[src/rtl/mm_pkg.sv]
// Shared types and constants for the matrix-multiplier issue path.
// Optional feature macro: MM_ISSUE_SATURATE_EN (saturating accumulation).
package mm_pkg;

  localparam int unsigned MM_DATA_W = 32;

  // Signed saturation limits for the dot-product accumulator
  localparam logic [MM_DATA_W-1:0] MM_SAT_MAX = 32'h7FFF_FFFF;
  localparam logic [MM_DATA_W-1:0] MM_SAT_MIN = 32'h8000_0000;

  typedef enum logic [2:0] {
    ST_IDLE   = 3'd0,
    ST_FETCH  = 3'd1,
    ST_ISSUE  = 3'd2,
    ST_WAIT   = 3'd3,
    ST_DRAIN  = 3'd4,
    ST_REPORT = 3'd5
  } mm_issue_state_t;

endpackage

[src/rtl/mm_acc.sv]
// Signed dot-product accumulator with clear and add-enable.
// MM_ISSUE_SATURATE_EN defined: clamps to signed limits and keeps a sticky
// overflow flag; undefined: wraps modulo 2^32 and never flags overflow.
module mm_acc
  import mm_pkg::*;
(
  input  logic                 clk,
  input  logic                 reset,
  input  logic                 clr,
  input  logic                 add_en,
  input  logic [MM_DATA_W-1:0] add_val,
  output logic [MM_DATA_W-1:0] sum,
  output logic                 ovf
);

`ifdef MM_ISSUE_SATURATE_EN
  logic [MM_DATA_W:0] wide;

  // Sign-extended sum; the top two bits disagree exactly on signed overflow
  assign wide = {sum[MM_DATA_W-1], sum} + {add_val[MM_DATA_W-1], add_val};

  // Saturating accumulate with sticky overflow
  always_ff @(posedge clk) begin
    if (!reset) begin
      sum <= '0;
      ovf <= 1'b0;
    end else if (clr) begin
      sum <= '0;
      ovf <= 1'b0;
    end else if (add_en) begin
      if (wide[MM_DATA_W] != wide[MM_DATA_W-1]) begin
        sum <= wide[MM_DATA_W] ? MM_SAT_MIN : MM_SAT_MAX;
        ovf <= 1'b1;
      end else begin
        sum <= wide[MM_DATA_W-1:0];
      end
    end
  end
`else
  // Wrapping accumulate; overflow is never reported
  always_ff @(posedge clk) begin
    if (!reset) begin
      sum <= '0;
      ovf <= 1'b0;
    end else if (clr) begin
      sum <= '0;
      ovf <= 1'b0;
    end else if (add_en) begin
      sum <= sum + add_val;
      ovf <= 1'b0;
    end
  end
`endif

endmodule

[src/rtl/mm_issue_ctrl.sv]
// Initiator-side issue controller for the matrix multiplier: takes a job
// length, streams operand pairs into the multiplier one at a time and returns
// the accumulated dot product. Saturation is enabled by MM_ISSUE_SATURATE_EN.
module mm_issue_ctrl
  import mm_pkg::*;
#(
  parameter  int unsigned MAX_LEN = 16,
  parameter  int unsigned TIMEOUT = 15,
  localparam int unsigned LEN_W   = $clog2(MAX_LEN + 1)
) (
  input  logic                 clk,
  input  logic                 reset,
  input  logic                 cmd_valid,
  output logic                 cmd_ready,
  input  logic [LEN_W-1:0]     cmd_len,
  input  logic                 op_valid,
  output logic                 op_ready,
  input  logic [MM_DATA_W-1:0] op_a,
  input  logic [MM_DATA_W-1:0] op_b,
  output logic                 mul_start,
  output logic [MM_DATA_W-1:0] mul_a,
  output logic [MM_DATA_W-1:0] mul_b,
  input  logic                 mul_done,
  input  logic [MM_DATA_W-1:0] mul_result,
  output logic                 res_valid,
  input  logic                 res_ready,
  output logic [MM_DATA_W-1:0] res_data,
  output logic [LEN_W-1:0]     res_count,
  output logic                 res_error,
  output logic                 busy
);

  localparam int unsigned TMR_W = $clog2(TIMEOUT + 1);

  mm_issue_state_t  state, state_n;
  logic [LEN_W-1:0] len, count, drain_left, drain_left_n;
  logic [TMR_W-1:0] timer;
  logic             error;
  logic             acc_ovf;

  logic accept_cmd, accept_op, done_hit, timed_out, drain_take;

  // Next-state decode and per-cycle event strobes
  always_comb begin
    state_n      = state;
    accept_cmd   = 1'b0;
    accept_op    = 1'b0;
    done_hit     = 1'b0;
    timed_out    = 1'b0;
    drain_take   = 1'b0;
    drain_left_n = drain_left;
    unique case (state)
      ST_IDLE: begin
        if (cmd_valid) begin
          accept_cmd = 1'b1;
          if (cmd_len == '0 || cmd_len > LEN_W'(MAX_LEN)) state_n = ST_REPORT;
          else                                           state_n = ST_FETCH;
        end
      end
      ST_FETCH: begin
        if (op_valid) begin
          accept_op = 1'b1;
          state_n   = ST_ISSUE;
        end
      end
      ST_ISSUE: state_n = ST_WAIT;
      ST_WAIT: begin
        if (mul_done) begin
          done_hit = 1'b1;
          state_n  = (LEN_W'(count + LEN_W'(1)) == len) ? ST_REPORT : ST_FETCH;
        end else if (timer == TMR_W'(TIMEOUT)) begin
          // The timed-out pair is already consumed, so one fewer to discard
          timed_out    = 1'b1;
          drain_left_n = len - count - LEN_W'(1);
          state_n      = ST_DRAIN;
        end
      end
      ST_DRAIN: begin
        if (drain_left == '0) begin
          state_n = ST_REPORT;
        end else if (op_valid) begin
          drain_take   = 1'b1;
          drain_left_n = drain_left - LEN_W'(1);
          if (drain_left == LEN_W'(1)) state_n = ST_REPORT;
        end
      end
      ST_REPORT: begin
        if (res_ready) state_n = ST_IDLE;
      end
      default: state_n = ST_IDLE;
    endcase
  end

  // State, job bookkeeping and registered handshake outputs
  always_ff @(posedge clk) begin
    if (!reset) begin
      state      <= ST_IDLE;
      len        <= '0;
      count      <= '0;
      drain_left <= '0;
      timer      <= '0;
      error      <= 1'b0;
      mul_a      <= '0;
      mul_b      <= '0;
      cmd_ready  <= 1'b1;
      op_ready   <= 1'b0;
      mul_start  <= 1'b0;
      res_valid  <= 1'b0;
      busy       <= 1'b0;
    end else begin
      state      <= state_n;
      drain_left <= drain_left_n;
      cmd_ready  <= (state_n == ST_IDLE);
      busy       <= (state_n != ST_IDLE);
      res_valid  <= (state_n == ST_REPORT);
      mul_start  <= (state_n == ST_ISSUE);
      op_ready   <= (state_n == ST_FETCH) ||
                    ((state_n == ST_DRAIN) && (drain_left_n != '0));

      if (accept_cmd) begin
        len   <= cmd_len;
        count <= '0;
        error <= (cmd_len > LEN_W'(MAX_LEN));
      end
      if (accept_op) begin
        mul_a <= op_a;
        mul_b <= op_b;
      end
      if (state == ST_ISSUE) timer <= '0;
      else if (state == ST_WAIT && !done_hit && !timed_out) timer <= timer + TMR_W'(1);
      if (done_hit)  count <= count + LEN_W'(1);
      if (timed_out) error <= 1'b1;
    end
  end

  mm_acc u_acc (
    .clk     (clk),
    .reset   (reset),
    .clr     (accept_cmd),
    .add_en  (done_hit),
    .add_val (mul_result),
    .sum     (res_data),
    .ovf     (acc_ovf)
  );

  assign res_count = count;
  assign res_error = error | acc_ovf;

endmodule
[config.mk]
export PLATFORM = sky130hd
export DESIGN_NAME = mm_issue_ctrl
export DESIGN_NICKNAME = d
export VERILOG_FILES = /design/src/rtl/mm_pkg.sv /design/src/rtl/mm_acc.sv /design/src/rtl/mm_issue_ctrl.sv
export SDC_FILE = /design/constraint.sdc
export NUM_CORES = 1
export LEC_CHECK = 0
export BUFFER_PORTS_ARGS = -buffer_cell sky130_fd_sc_hd__buf_2
export CORE_UTILIZATION = 51
export CTS_CLUSTER_SIZE = 8
export DETAILED_ROUTE_END_ITERATION = 10
export HOLD_SLACK_MARGIN = 0.06
export PLACE_DENSITY_LB_ADDON = 0.1
export SLEW_MARGIN = 20
export SYNTH_ARGS = -nofsm -noshare
export SYNTH_HDL_FRONTEND = slang
export SYNTH_SLANG_ARGS = --single-unit
[constraint.sdc]
create_clock -name clk -period 2.9 [get_ports clk]
set_clock_uncertainty 0.15 [all_clocks]
set_input_delay 0.145 -clock clk [delete_from_list [all_inputs] [get_ports clk]]
set_output_delay 0.145 -clock clk [all_outputs]
set_load 0.05 [all_outputs]
==> results of run 1 <==
worst paths after layout:
kind / end / startpoint / cells after the start
max: u_acc.sum[21] / u_acc.sum[3] / 9
min: u_acc.sum[20] / mul_result[20] / 4
max reg2reg: u_acc.sum[21] / u_acc.sum[3] / 9
min reg2reg: mul_a[25] / mul_a[25] / 2
layout by cell type (no fill, tap or decap), types with 3 or more instances in the layout:
cell type and instances:
nand2_1 219, buf_2 213, dfxtp_1 123, a21oi_1 93, dlygate4sd3_1 75, nor2_1 56, ha_1 40, a21boi_0 36
o21ai_0 28, inv_1 23, nand3_1 17, clkbuf_16 17, buf_4 16, xnor2_1 14, xor2_1 12, a21o_1 9
a31oi_1 9, nand4_1 9, nor3_1 9, o21a_1 8, nand2b_1 7, or3_1 7, a211oi_1 7, o211ai_1 6
mux2i_1 5, nand3b_1 4, and3_1 4, and2_1 4, o221ai_1 3, a21oi_2 3, a211o_1 3, nor4_1 3
o31ai_1 3, clkbuf_8 3, clkinv_2 3, bufinv_16 3, clkbuf_1 3
state kept, by name, summed over array words and instances, names as in the netlist, 3 cells and up:
signal and cells:
res_count 5, timer 4, u_acc.sum 32, len 5, mul_b 32, mul_a 32, state 3, drain_left 5
layout make-up:
class                           count  area, um2  area share
Timing Repair Buffer              306       1980       0.214
Sequential cell                   124       2480       0.269
Multi-Input combinational cell    664       3880       0.420
Clock buffer                       23        478      0.0517
Clock inverter                      7        114      0.0123
Tap cell                          172        215      0.0233
Inverter                           24       90.1     0.00975
per-stage QoR:
| step | cell area (um2) | hold slack [ns] | total power [mW] |
|---|---|---|---|
| 2_1_floorplan | 6580 | 0.131 | 2.40 |
| 3_3_place_gp | 7870 | 0.235 | 2.64 |
| 3_5_place_dp | 7870 | 0.241 | 2.64 |
| 4_1_cts | 9210 | 0.0667 | 4.87 |
| 5_1_grt | 9240 | 0.124 | 5.05 |
| 6_report | 9240 | 0.0853 | 4.87 |
worst min-delay path, delay by kind of cell:
| family | cells | cell delay (ns) |
|---|---|---|
| simple gates | 2 | 0.18 |
| buf+inv | 1 | 0.08 |
| fa+ha+maj | 1 | 0.22 |
layer usage:
metal | up-vias | track usage
met2 | 249 | 0.489
met3 | 36 | 0.0743
met1 | 3228 | 0.363
li1 | 3526 | -
met5 | - | 0
met4 | 0 | 0.117
what timing repair did:
item | 4_1_cts | 5_1_grt
gates resized for setup | 0 | 5
hold buffers | 75 | 0
endpoints found under the hold margin | 86 | 0
buffers inserted | 0 | 1
endpoints found under the setup margin | 0 | 6
power groups by stage:
stage,logic [mW],registers [mW],clock network [mW]
3_3_place_gp,0.778,1.86,0
6_report,0.879,1.83,2.16
5_1_grt,0.950,1.84,2.26
3_5_place_dp,0.783,1.86,0
4_1_cts,0.864,1.83,2.18
2_1_floorplan,0.333,2.07,0
logic make-up after synthesis:
| logic type | after synthesis | share of synthesized area |
|---|---|---|
| DFF | 124 | 0.377 |
| AOI/OAI and AO/OA | 230 | 0.220 |
| muxes | 6 | 0.00931 |
| buffers and inverters | 63 | 0.0374 |
| and+or+nand+nor | 359 | 0.237 |
| adders and majority gates | 43 | 0.0840 |
| xor gates and xnor gates | 26 | 0.0346 |
==> results.md, run 1 <==
* Area growth syn-to-layout at 40.3%
* First-pass GRT wire length at around 31000 um
* # nets final at 1287
* Max Fclk at around 370 MHz
* Remaining DRCs at 0
* Post-synthesis async set-or-reset flop share at 0
* Die height at about 120 um
* Slowest stage cell, crit path: o21ai_0
* Util after Layout at 0.732
* Pin count of the biggest net entering global routing at 55
* Wire length on met1 at approximately 8500 um
* Most common cell in the netlist: nand2_1
* EDFF count, synth at 0
* Gate Count Post-Synth at around 850
* Final setup fails at 0
* Vias at ~7000
* CP top delay family: compound AO/OA/AOI/OAI gates
* DR WL/cell at about 15 um
* Final period utilization at 0.944
* Final hold violation count at 0
* R2R setup slack at 0.16 ns
* Fin cells at 1320
* Chip Width at 116 um
* Clock group share of total power at 0.443
* CTS H-tree depth at 4
* Routed vias/inst at between 5 and 6
* Worst skew pair latency at 0.42 ns
* CP Cell Sequence: ha_1 -> o211ai_1 -> o211ai_1 -> a31oi_1 -> o21ai_0 -> nor2_1 -> o31ai_1 -> mux2i_1 -> nand2_1
* Synth top area cells: dfxtp_1 38%, nand2_1 12%, ha_1 7.8%
* Core Area at between 10000 and 15000 um2
* Antenna Nets Post-Route at 0
* Cell taking the most area after synthesis: dfxtp_1
* Routed wl met3 at between 1000 and 1500 um
* I/O pin count at around 210
* Max incr delay on CP at 0.47 ns
* Status: complete, no violations
* Least-Margin Pin Slew at 0.523 ns
* CP most frequent cell: o211ai_1
* GRT Util Overall at 0.293
* Number of buffers created by CTS at 17
* Psw at ~1.4 mW
* Yosys warnings at 0
* Synthesized area per cell at between 7 and 8 um2
* Site row count at between 40 and 50
* Port buffer count at ~210
* Place WS at ~0.15 ns
* Clock buffer depth at 2
* Hpwl dp at roughly 13000 um
* Worst EP arrival at roughly 2.9 ns
* Synth Register Bits at around 120
* Crit Path Class: register to register
* Static leakage at 4.13 nW
* Power share of the sequential group at 0.376
* Routability cong. at ~0.9
* Initial antenna violation count at 0
* Final min period at between 2 and 3 ns
* Setup_tns at 0 ns
* Post-Route WL at 19600 um
* Clk pin slew, worst setup/hold paths at ~0.060 ns
* Share of layout cells above drive strength 1 at 0.241
* Initial Utilization at 0.522
* Worst Path Buf+Inv at 0
* Worst Path Required at a little over 3 ns
* 1st-iter DRT viols at between 400 and 500
* Post-synth top flop: dfxtp_1
* Relative slew slack at 0.647
* Power per cell area at approximately 530 nW/um2
* Internal Power at between 3 and 4 mW
* Critical path startpoint category: register
* Seq/Total Area, Yosys at 0.377
* DP Cell Count at about 1200
* Die area at 13400 um2
* Synthesized area at around 6600 um2
* CP Capture Type: register
* Syn nets at 1001
* Post-synth top area share at 0.377
* Sink Count at about 120
* Peak VDD IR at slightly above 0.4 mV
* CTS tree: done
* Switching share of power at 0.280
* Worst Hold Class: input pin to register
* Max cap viols at 0
* Distinct cells, synth at 63
* Worst path setup slack after routing at approximately 0.16 ns
* Fillers at ~990
* CTS root buf: clkbuf_16
* Ant. Diodes at 0
* Max layer used: met4
* First-pass iteration count of the detailed router at 7
* Combinational power share at 0.181
* Metal2 WL at ~9400 um
* Max-slew violations at 0
* Top cells by count, synth: 219 x nand2_1, 124 x dfxtp_1, 93 x a21oi_1
* Remaining Overflow, GRT at 0
* Crit Path Max Fanout at 4
* Number of global-route vias before repair at roughly 6500
No activity file was read; power rests on OpenSTA's default activity.
==> run 2: changes to the inputs <==
Settings changed: CORE_UTILIZATION 51 to 46.
Clock period 2.9 ns to 2.2 ns, I/O delays scaled along.
==> results.md, run 2 (synthesized netlist as in run 1, its figures left out) <==
* Worst Path Buf+Inv at 1 (+1)
* Worst hold endpoint: u_acc.sum[1]
* R2R setup slack at -0.43 ns (-0.59 ns)
* CP top delay family: simple AND/OR/NAND/NOR gates
* Hold Path Depth at 4 (unchanged)
* Initial Utilization at 0.472 (-0.0492)
* Top flop regs: mul_a: 32 flops, mul_b: 32 flops, u_acc.sum: 32 flops
* Max incr delay on CP at 0.48 ns (about the same)
* Top Usage Layer GRT: met2
* Slowest stage cell, crit path: or4b_1
* Final setup fails at 20 (+20)
* Pin count of the biggest net entering global routing at 45 (-18%)
* Worst EP arrival at 2.82 ns (-0.08 ns)
* Number of global-route vias before repair at 7404 (+14%)
* Remaining DRCs at 0 (unchanged)
* Max cap viols at 0 (unchanged)
* Most frequent cells in the layout: 216 x nand2_1, 213 x buf_2, 131 x buf_4
* Antenna Nets Post-Route at 0 (unchanged)
* Clock buffer depth at 2 (unchanged)
* Crit Path Max Fanout at 4 (unchanged)
* Max-slew violations at 0 (unchanged)
* Relative slew slack at 0.655 (+0.00764)
* Most common cell after layout, fill and taps aside: nand2_1
* Power per cell area at 576 nW/um2 (+9.4%)
* DP Cell Count at 1331 (+9.6%)
* First-pass GRT wire length at 34200 um (+11%)
* Clk pin slew, worst setup/hold paths at 0.06 ns (about the same)
* GRT met3 Usage at 0.0585 (-0.0157)
* Core Area at 13900 um2 (+10%)
* Routed vias/inst at 5.36 (+0.43%)
* Area growth syn-to-layout at 65.8%
* Design area at 10900 um2 (+18%)
* Vias at 7814 (+11%)
* DR WL/cell at 15.6 um (+4.8%)
* Worst Path Required at 2.39 ns (-0.67 ns)
* Post-Route WL at 22700 um (+16%)
* # nets final at 1417 (+10%)
* Final min period at 2.63 ns (-0.107 ns)
* I/O pin count at 214 (unchanged)
* Peak VDD IR at 0.572 mV (+38%)
* GRT Util Overall at 0.293 (-0.000659)
* CTS H-tree depth at 4 (unchanged)
* 1st-iter DRT viols at 473 (+4.9%)
* Number of buffers created by CTS at 17 (unchanged)
* Util after Layout at 0.783 (+0.0512)
* Initial antenna violation count at 0 (unchanged)
* First-pass iteration count of the detailed router at 5 (-2)
* Sink Count at 124 (unchanged)
* Fin cells at 1459 (+11%)
* Worst r2r path cells at 10 (+1)
* Static leakage at 4.89 nW (+18%)
* Met2 usage at 0.512 (+0.0227)
* Least-Margin Pin Slew at 0.516 ns (-0.00783 ns)
* Worst skew pair latency at 0.42 ns (about the same)
* Final period utilization at 1.20 (+0.252)
* RSZ-0062 raised after global routing: yes
* Setup_tns at -4.35 ns (-4.35 ns)
* Post-DP Area at 9000 um2 (+14%)
* CTS root buf: clkbuf_16
* HP Start: mul_result[1]
* Chip Width at 122 um (+5.2%)
* Worst Hold Class: input pin to register
* Site row count at 43 (+4.9%)
* Status: finished, violations left
* Failing checks: setup timing
* GR met1 Demand/Resource at 0.347 (-0.0162)
* Capturing point of the worst reg2reg path: u_acc.sum[30]
* Port buffer count at 213 (unchanged)
* Final hold violation count at 0 (unchanged)
* Ant. Diodes at 0 (unchanged)
* CP Cell Sequence: ha_4 -> buf_12 -> and4_1 -> nand4_1 -> o221ai_2 -> nor4_2 -> a21oi_2 -> o41ai_1 -> or4b_1 -> a31oi_1
* CP Capture Type: register
* Die height at 122 um (+5.2%)
* Worst path setup slack after routing at -0.430 ns (-0.593 ns)
* CTS tree: done
* R2r startpoint: u_acc.sum[16]
* Die area at 14800 um2 (+11%)
* Remaining Overflow, GRT at 0 (unchanged)
* Hpwl dp at 14100 um (+11%)
* Share of layout cells above drive strength 1 at 0.400 (+0.158)
* Crit Path Class: register to register
* Max Fclk at 380 MHz (+4.1%)
* Routability cong. at 0.890 (+1.7%)
* Critical path startpoint category: register
-- run 2: worst max path at each step --
stage,start,to,slack [ns],cells after the start
final,u_acc.sum[16],u_acc.sum[30],-0.43,10
after global routing,u_acc.sum[16],u_acc.sum[30],-0.52,10
after CTS,u_acc.sum[16],u_acc.sum[30],-0.31,10
after detailed placement,u_acc.sum[0],u_acc.sum[30],-0.32,11
after global placement,u_acc.sum[0],u_acc.sum[30],-0.26,11
after floorplan,u_acc.sum[0],u_acc.sum[30],-0.33,11
-- run 2: metal layers --
layer	share of wire	vias to the layer above
met4	0.035	0
li1	-	3807
met2	0.49	301
met3	0.059	66
met1	0.41	3640
met5	0	-
-- run 2: area by class of cell --
type	count	area, um2
multi-input cells	664	4490
fillers	1007	3020
repair buffers	436	3010
flip-flops and latches	124	2560
clock buffers	23	479
well taps	180	225
inverters	24	92.6
clock inverters	8	58.8
-- run 2: power by group --
part           internal, mW  switching [mW]  leakage (nW)
sequential             2.33          0.0511          1.02
combinational         0.521           0.819          3.60
clock                  1.54            1.04         0.263
-- run 2: worst reg2reg max path, stage by stage (launching register included) --
cell      delay, ns
dfxtp_4        0.35
ha_4           0.28
buf_12         0.10
and4_1         0.19
nand4_1        0.22
o221ai_2       0.30
nor4_2         0.07
a21oi_2        0.17
o41ai_1        0.10
or4b_1         0.48
a31oi_1        0.16
-- run 2: metrics by stage --
stage | power (mW) | setup WS (ns) | hold WS, ns
floorplan | 3.17 | -0.327 | 0.0960
global placement | 3.57 | -0.256 | 0.200
detailed placement | 3.58 | -0.316 | 0.206
CTS | 6.28 | -0.306 | 0.0605
global route | 6.53 | -0.524 | 0.0983
finish | 6.29 | -0.430 | 0.0795
-- run 2: timing repair --
| action | in CTS | in global routing |
|---|---|---|
| setup endpoints to repair | 21 | 27 |
| resized for setup | 42 | 55 |
| buffers inserted | 11 | 13 |
| hold buffers | 77 | 0 |
| hold endpoints to repair | 80 | 0 |
| pin swaps | 35 | 49 |
==> run 3: changes to the inputs <==
Settings changed: CELL_PAD_IN_SITES_DETAIL_PLACEMENT from default to 0, CELL_PAD_IN_SITES_GLOBAL_PLACEMENT from default to 1, CORE_UTILIZATION 46 to 33.
==> results.md, run 3 (synthesized netlist as in run 1, its figures left out) <==
* Status: finished, violations left
* Failing checks: setup timing
* Final hold violation count at 0 (unchanged)
* Peak VDD IR at 0.538 mV (-5.9%)
* GRT Util Overall at 0.214 (-0.0787)
* Relative slew slack at 0.651 (-0.00434)
* Most frequent cells in the layout: 217 x nand2_1, 213 x buf_2, 145 x buf_4
* Area growth syn-to-layout at 68.1%
* Routed vias/inst at 4.77 (-11%)
* Crit Path Class: register to register
* Power per cell area at 577 nW/um2 (about the same)
* Max-slew violations at 0 (unchanged)
* Combinational power share at 0.209 (-0.004)
* Post-Route WL at 21700 um (-4.3%)
* Final period utilization at 1.14 (-0.0597)
* Sequential standard cell area at 2560 um2 (unchanged)
* Share of layout cells above drive strength 1 at 0.400 (+0.000778)
* Sink Count at 124 (unchanged)
* Vias at 7433 (-4.9%)
* Power, Total at 6.38 mW (+1.5%)
* Port buffer count at 213 (unchanged)
* Worst setup path start: u_acc.sum[0]
* Number of buffers created by CTS at 17 (unchanged)
* Die height at 143 um (+18%)
* Pin count of the biggest net entering global routing at 65 (+44%)
* Number of global-route vias before repair at 7146 (-3.5%)
* Die area at 20500 um2 (+39%)
* Most common cell after layout, fill and taps aside: nand2_1
* Chip Width at 143 um (+18%)
* Top flop regs: mul_a: 32 flops, mul_b: 32 flops, u_acc.sum: 32 flops
* CTS root buf: clkbuf_16
* Clock group share of total power at 0.419 (+0.010)
* RSZ-0062 raised after global routing: yes
* Clk pin slew, worst setup/hold paths at 0.06 ns (about the same)
* Worst Setup EP: u_acc.sum[20]
* CP Capture Type: register
* Max Fclk at 400 MHz (+5.3%)
* Crit Path Max Fanout at 3 (-1)
* First-pass iteration count of the detailed router at 4 (-1)
* Worst Hold Class: input pin to register
* Worst skew pair latency at 0.41 ns (about the same)
* Final min period at 2.50 ns (-0.131 ns)
* CTS tree: done
* Initial antenna violation count at 0 (unchanged)
* Worst EP arrival at 2.70 ns (-0.12 ns)
* Worst r2r path cells at 13 (+3)
* Power share of the sequential group at 0.372 (-0.006)
* Final setup fails at 23 (+15%)
* First-pass GRT wire length at 34600 um (+0.95%)
* Internal Power at 4.39 mW (about the same)
* Place WS at -0.308 ns (+0.00813 ns)
* Remaining Overflow, GRT at 0 (unchanged)
* Worst path setup slack after routing at -0.298 ns (+0.131 ns)
* Hpwl dp at 15500 um (+9.7%)
* Fin Hold WS at 0.0636 ns (-0.0159 ns)
* Critical path startpoint category: register
* 1st-iter DRT viols at 306 (-35%)
* DR WL/cell at 13.9 um (-10%)
* R2r startpoint: u_acc.sum[0]
* Max cap viols at 0 (unchanged)
* Multi-input logic area at 4410 um2 (-1.8%)
* Antenna Nets Post-Route at 0 (unchanged)
* CTS H-tree depth at 4 (unchanged)
* Site row count at 51 (+19%)
* R2R setup slack at -0.30 ns (+0.13 ns)
* Core Area at 19500 um2 (+40%)
* Least-Margin Pin Slew at 0.524 ns (+0.00841 ns)
* Initial Utilization at 0.337 (-0.135)
* # nets final at 1431 (+0.99%)
* Remaining DRCs at 0 (unchanged)
* Worst Path Required at 2.41 ns (+0.02 ns)
* Static leakage at 4.93 nW (+0.91%)
* Clock buffer depth at 2 (unchanged)
* Capturing point of the worst reg2reg path: u_acc.sum[20]
* Routability cong. at 0.829 (-6.9%)
* Post-DP Area at 9230 um2 (+2.5%)
* Design area at 11100 um2 (+1.4%)
* HP Start: mul_result[19]
* Switching share of power at 0.313 (+0.00976)
* I/O pin count at 214 (unchanged)
* Ant. Diodes at 0 (unchanged)
* Psw at 2.00 mW (+4.7%)
* Fillers at 1879 (+87%)
## run 3: cell count changes in the layout (fill, tap and decap cells not counted), moves of 3 or more
cell,before,now
buf_6,13,9
a21oi_2,17,13
a21oi_1,76,80
buf_4,131,145
clkbuf_1,4,0
dlygate4sd3_1,77,80
## run 3: area by class of cell
class	instances	share of cell area
Sequential cell	124	0.231
Clock inverter	13	0.00938
Inverter	24	0.00837
Tap cell	265	0.0300
Timing Repair Buffer	450	0.282
Multi-Input combinational cell	664	0.398
Clock buffer	19	0.0409
## run 3: repair_timing
item                       4_1_cts  5_1_grt
resized for setup               41       33
buffers inserted                16       11
pin swaps                       40       39
hold buffers                    80        0
hold endpoints to repair        82        0
gates cloned                     0        0
setup endpoints to repair       21       27
## run 3: worst max-delay path, cell delays in order (launching register included)
cell and delay, ns:
dfxtp_4 0.35, ha_4 0.13, inv_2 0.03, fa_2 0.36, nor2b_4 0.16, o31ai_4 0.08
a21oi_4 0.18, buf_4 0.14, o21bai_2 0.08, a31oi_2 0.23, buf_4 0.18, nand2_2 0.05
a211o_1 0.25, nand3_1 0.06
## run 3: metal layers
metal | routed length [um] | part of all wire | vias up | track usage
met4 | 254 | 0.012 | 0 | 0.0610
met2 | 10500 | 0.48 | 173 | 0.368
met5 | 0 | 0 | - | 0
li1 | - | - | 3824 | -
met3 | 1130 | 0.052 | 19 | 0.0510
met1 | 9820 | 0.45 | 3417 | 0.264
## run 3: worst min path at each step
stage,end,slack [ns],cells after the start
global route,u_acc.sum[20],0.10,5
detailed placement,mul_a[23],0.21,3
global placement,mul_a[27],0.20,3
finish,u_acc.sum[21],0.06,6
floorplan,len[4],0.1,2
CTS,u_acc.sum[18],0.06,5
## run 3: power groups by stage
stage                     logic (mW)  clock network (mW)  registers, mW
after CTS                       1.32                2.76           2.37
after global placement          1.19                   0           2.42
final                           1.33                2.67           2.38
after detailed placement        1.19                   0           2.42
after global routing            1.45                2.87           2.39
after floorplan                0.460                   0           2.71
## run 3: metrics by stage
step | utilization | TNS [ns] | std cells
floorplan | - | -1.84 | 851
detailed placement | 0.473 | -3.62 | 1430
CTS | 0.558 | -3.29 | 1556
finish | 0.567 | -4.02 | 1559
global placement | 0.473 | -3.21 | 1430
global route | 0.567 | -7.17 | 1559
